$ cat config.mk
export PLATFORM = sky130hd
export DESIGN_NAME = regbank_seq
export DESIGN_NICKNAME = d
export VERILOG_FILES = /design/src/rtl/regbank_seq.sv
export SDC_FILE = /design/constraint.sdc
export NUM_CORES = 1
export LEC_CHECK = 0
export CAP_MARGIN = 5
export CORE_UTILIZATION = 35
export CTS_CLUSTER_DIAMETER = 40
export DETAILED_ROUTE_END_ITERATION = 7
export SYNTH_ARGS = -nofsm -noshare
export SYNTH_HDL_FRONTEND = slang
export SYNTH_SLANG_ARGS = --single-unit
$ cat constraint.sdc
create_clock -name clk -period 2.5 [get_ports clk]
set_input_delay 0.5 -clock clk [delete_from_list [all_inputs] [get_ports clk]]
set_output_delay 0.5 -clock clk [all_outputs]
set_load 0.02 [all_outputs]
$ cat src/rtl/regbank_seq.sv
// Multi-cycle READ/EXEC/WRITE command sequencer for a 4-entry register bank.
// Optional saturating ADD/SUB when REGBANK_SEQ_SAT_EN is defined.
module regbank_seq #(
  parameter int Size = 8,
  parameter int NREG = 4
) (
  input  logic                    clk,
  input  logic                    clr,
  input  logic                    cmd_valid,
  output logic                    cmd_ready,
  input  logic [2:0]              cmd_op,
  input  logic [$clog2(NREG)-1:0] cmd_dst,
  input  logic [$clog2(NREG)-1:0] cmd_src1,
  input  logic [$clog2(NREG)-1:0] cmd_src2,
  input  logic [Size-1:0]         cmd_imm,
  output logic [$clog2(NREG)-1:0] rb_a1,
  output logic [$clog2(NREG)-1:0] rb_a2,
  output logic [Size-1:0]         rb_wd,
  output logic                    rb_we,
  input  logic [Size-1:0]         rb_rd1,
  input  logic [Size-1:0]         rb_rd2,
  output logic                    done,
  output logic [Size-1:0]         result,
  output logic                    flag_z,
  output logic                    flag_c
);

  localparam int AW = $clog2(NREG);

  localparam logic [2:0] OP_NOP = 3'b000;
  localparam logic [2:0] OP_LDI = 3'b001;
  localparam logic [2:0] OP_MOV = 3'b010;
  localparam logic [2:0] OP_ADD = 3'b011;
  localparam logic [2:0] OP_SUB = 3'b100;
  localparam logic [2:0] OP_AND = 3'b101;
  localparam logic [2:0] OP_OR  = 3'b110;
  localparam logic [2:0] OP_XOR = 3'b111;

  typedef enum logic [1:0] {
    S_IDLE,
    S_READ,
    S_EXEC,
    S_WRITE
  } state_t;

  state_t r_state;
  state_t w_next;
  logic   w_acc;

  logic [2:0]      r_op;
  logic [AW-1:0]   r_dst;
  logic [Size-1:0] r_imm;
  logic [Size-1:0] r_opa;
  logic [Size-1:0] r_opb;
  logic [Size-1:0] r_result;
  logic            r_z;
  logic            r_c;
  logic            r_ready;
  logic            r_we;
  logic            r_done;
  logic [AW-1:0]   r_a1;
  logic [AW-1:0]   r_a2;

  logic [Size:0]   w_sum;
  logic [Size:0]   w_dif;
  logic [Size-1:0] w_res;
  logic            w_z;
  logic            w_c;

  always_ff @(posedge clk or posedge clr) begin
    if (clr) r_state <= S_IDLE;
    else     r_state <= w_next;
  end

  always_comb begin
    w_next = r_state;
    w_acc  = 1'b0;
    unique case (r_state)
      S_IDLE: begin
        if (cmd_valid && r_ready) begin
          w_acc  = 1'b1;
          w_next = S_READ;
        end
      end
      S_READ:  w_next = S_EXEC;
      S_EXEC:  w_next = S_WRITE;
      S_WRITE: w_next = S_IDLE;
      default: w_next = S_IDLE;
    endcase
  end

  always_comb begin
    w_sum = {1'b0, r_opa} + {1'b0, r_opb};
    w_dif = {1'b0, r_opa} - {1'b0, r_opb};
    w_res = r_result;
    w_c   = 1'b0;
    unique case (r_op)
      OP_NOP: w_res = r_result;
      OP_LDI: w_res = r_imm;
      OP_MOV: w_res = r_opa;
      OP_ADD: begin
        w_res = w_sum[Size-1:0];
        w_c   = w_sum[Size];
`ifdef REGBANK_SEQ_SAT_EN
        if (w_sum[Size]) w_res = '1;
`endif
      end
      OP_SUB: begin
        w_res = w_dif[Size-1:0];
        w_c   = w_dif[Size];
`ifdef REGBANK_SEQ_SAT_EN
        if (w_dif[Size]) w_res = '0;
`endif
      end
      OP_AND: w_res = r_opa & r_opb;
      OP_OR:  w_res = r_opa | r_opb;
      OP_XOR: w_res = r_opa ^ r_opb;
      default: w_res = r_result;
    endcase
    w_z = (w_res == '0);
  end

  // Bank-side outputs are registered off the next state so they are glitch-free.
  always_ff @(posedge clk or posedge clr) begin
    if (clr) begin
      r_ready  <= 1'b0;
      r_we     <= 1'b0;
      r_done   <= 1'b0;
      r_a1     <= '0;
      r_a2     <= '0;
      r_op     <= '0;
      r_dst    <= '0;
      r_imm    <= '0;
      r_opa    <= '0;
      r_opb    <= '0;
      r_result <= '0;
      r_z      <= 1'b0;
      r_c      <= 1'b0;
    end else begin
      r_ready <= (w_next == S_IDLE);
      r_we    <= 1'b0;
      r_done  <= 1'b0;
      r_a1    <= '0;
      r_a2    <= '0;
      if (w_acc) begin
        r_op  <= cmd_op;
        r_dst <= cmd_dst;
        r_imm <= cmd_imm;
        r_a1  <= cmd_src1;
        r_a2  <= cmd_src2;
      end
      if (r_state == S_READ) begin
        r_opa <= rb_rd1;
        r_opb <= rb_rd2;
      end
      if (r_state == S_EXEC) begin
        r_a1   <= r_dst;
        r_we   <= (r_op != OP_NOP);
        r_done <= 1'b1;
        if (r_op != OP_NOP) begin
          r_result <= w_res;
          r_z      <= w_z;
          r_c      <= w_c;
        end
      end
    end
  end

  assign cmd_ready = r_ready;
  assign rb_a1     = r_a1;
  assign rb_a2     = r_a2;
  assign rb_wd     = r_result;
  assign rb_we     = r_we;
  assign done      = r_done;
  assign result    = r_result;
  assign flag_z    = r_z;
  assign flag_c    = r_c;

endmodule

==> impl_metrics.json <==
{
  "outcome": "finished with violations",
  "failed_checks": "design-rule violations",
  "design_power_total_mw": 5.89,
  "synth_cells": 364,
  "die_h_um": 98.0,
  "relSlewSlack_pct": 66.2,
  "peakVddDrop_mv": 0.480,
  "yosysTopAreaCellShare_pct": 37.2,
  "wirelength_mm": 7.67,
  "synth.distinct_cells": 58,
  "syn-cell-area_um2": 3230,
  "fin_skew_ns": 0.00949,
  "grt_util_met1_pct": 23.7,
  "drc": 12,
  "cap_violations": 0,
  "fin_crit_sh_pct": 94.1,
  "path_delay_family": "adder cells",
  "fillerInstances": 852,
  "area_delta_synth_final_pct": 25.0,
  "cts_buffer_depth": 2,
  "h-tree-depth": 2,
  "max_stage_delay_ns": 0.55,
  "die_area_um2": 9610,
  "grt_overflow": 0,
  "slowest_stage": "ha_1",
  "hpwl_mm": 6.15,
  "io_buffers": 60,
  "yosysMostFrequentCell": "nand2_1",
  "worst_pin_slew_ns": 0.504,
  "viasPerCell": 4.97,
  "synth_top_area_cell": "dfrtp_1",
  "drive_gt1_share_pct": 10.0,
  "fp-row-count": 34,
  "yosysWarningCount": 0,
  "gr-usage-met3_pct": 2.93,
  "cts_sinks": 48,
  "finalHoldViolCount": 0,
  "grt_max_degree": 33,
  "drt-pass1-iter-count": 6,
  "cp.required_ns": 2.73,
  "grt_usage_pct": 17.3,
  "synth_edf_count": 0,
  "cts_tree": "built",
  "async_flop_share_pct": 100,
  "finalSetupTns_ns": 0,
  "path_class": "register to register",
  "crit_arrival_ns": 2.58,
  "drv_slew": 0,
  "worstPathCellList": "inv_1, ha_1, nand2_1, mux4_2, a31oi_1, and4b_1, o2111ai_1, o21ai_1",
  "path_buf_inv": 1,
  "grt_pass1_vias": 2670,
  "ys.flop_type": "dfrtp_1",
  "synthTopCellsByCount": "nand2_1 (73), dfrtp_1 (48), o21ai_0 (32), inv_1 (28), ha_1 (27)",
  "met2_usage_pct": 28.7,
  "ys_ff_latch": 48,
  "busiest_layer": "met2",
  "grt_pass1_wl_mm": 13.2,
  "cp_max_fo": 9,
  "pin_count": 61,
  "drtIter0Drc": 128,
  "finalSetupViolations": 0,
  "leakage_nw": 1.81,
  "start_util_pct": 36.6,
  "start_kind": "register",
  "end_kind": "register",
  "synth_fp_nets": 429,
  "clk_pin_slew_ns": 0.09,
  "syn_avg_cell_area_um2": 8.86,
  "hp-class": "register to register",
  "clkLatencyLatePin_ns": 0.31,
  "holdBufCountCts": 0,
  "gp_congestion": 0.851,
  "vias": 2612,
  "post_drt_wl_per_cell_um": 14.6,
  "fmax_ghz": 0.425,
  "nNetsFinal": 482,
  "period_minus_slack_ns": 2.35,
  "synthTopCellsByArea": "dfrtp_1 (37%), ha_1 (10%), nand2_1 (8.5%)",
  "fp.coreArea_um2": 8810,
  "yosysSeqAreaShare_pct": 37.2,
  "cts_root_buffer": "clkbuf_8",
  "diodes": 0,
  "power_density_nw_per_um2": 1460,
  "ant_nets": 0,
  "cts_buffers": 5,
  "antenna_found_initial": 0,
  "die_w_um": 98.0,
  "rsz0062_at_grt": "no"
}
## stage by stage
stage	area (um2)	setup WS, ns	utilization (%)	hold WS [ns]	std cells
finish	4030	0.147	45.8	0.482	526
global route	4030	0.00126	45.8	0.519	526
CTS	4030	0.0780	45.8	0.482	526
detailed placement	3900	0.104	44.3	0.461	518
global placement	3900	0.149	44.3	0.461	518
floorplan	3230	0.295	-	0.441	364
## kinds of logic (layout without fill, tap and decap cells)
| family | count (synthesis) | in the layout | synth area share, % |
|---|---|---|---|
| XOR/XNOR | 6 | 6 | 1.63 |
| buffers and inverters | 57 | 111 | 9.00 |
| adder cells (fa/ha/maj) | 29 | 29 | 11.7 |
| flip-flops | 48 | 48 | 37.2 |
| multiplexers | 7 | 7 | 3.02 |
| AO/OA/AOI/OAI | 91 | 91 | 19.0 |
| AND/OR/NAND/NOR | 126 | 126 | 18.4 |
## layer usage
metal	vias to the layer above	wire length (um)
met5	-	0
met4	0	70
met3	6	287
met2	51	3500
met1	1223	3820
li1	1332	-
## tightest hold or removal path: cells and delay by family, from the launching register on
| family | cells | cell delay (ns) |
|---|---|---|
| AND/OR/NAND/NOR | 2 | 0.11 |
| flip-flops | 1 | 0.35 |
## cell usage in the layout (no fill, tap or decap), types with 4 or more instances in the layout
| cell | n |
|---|---|
| nand2b_1 | 5 |
| ha_1 | 27 |
| nor2_1 | 17 |
| a31oi_1 | 6 |
| clkdlybuf4s50_1 | 60 |
| nand2_1 | 73 |
| inv_1 | 27 |
| nor3_1 | 5 |
| a21oi_1 | 19 |
| dfrtp_1 | 48 |
| xnor2_1 | 5 |
| nor3b_1 | 4 |
| clkbuf_8 | 7 |
| o21ai_0 | 32 |
| buf_4 | 14 |
## registers in the layout, summed over array words and instances, names as in the netlist
signal / cells
r_imm: 8
r_opa: 8
r_opb: 8
rb_wd: 8
r_op: 3
r_dst: 2
r_state: 2
rb_a1: 2
rb_a2: 2
cmd_ready: 1
done: 1
flag_c: 1
flag_z: 1
rb_we: 1
## report_power, final
| part | switching, mW | leakage (nW) | total [mW] | internal (mW) |
|---|---|---|---|---|
| Combinational | 2.16 | 1.15 | 3.85 | 1.69 |
| Sequential | 0.286 | 0.599 | 1.42 | 1.13 |
| Clock | 0.264 | 0.0645 | 0.617 | 0.353 |
## final cells by class
type	instances	area (um2)	area share (%)
well taps	108	135	3.35
repair buffers	75	726	18.0
clock buffers	7	96.3	2.39
multi-input cells	259	1740	43.1
flip-flops and latches	48	1200	29.8
inverters	28	105	2.61
clock inverters	1	30.0	0.745
## final timing paths
check,start,end,slack [ns],cells after the start
max,r_opa[2],flag_z,0.15,8
min,r_imm[3],r_imm[3],0.48,2
max reg2reg,r_opa[2],flag_z,0.15,8
min reg2reg,r_imm[3],r_imm[3],0.48,2
max in group asynchronous,clr,rb_wd[6],1.51,3
min in group asynchronous,clr,rb_wd[2],0.49,2
## timing repair
item / in CTS / in global routing
buffers inserted: 0 / 0
resized for setup: 0 / 2
setup endpoints to repair: 0 / 2
(Power assumes the default switching activity.)
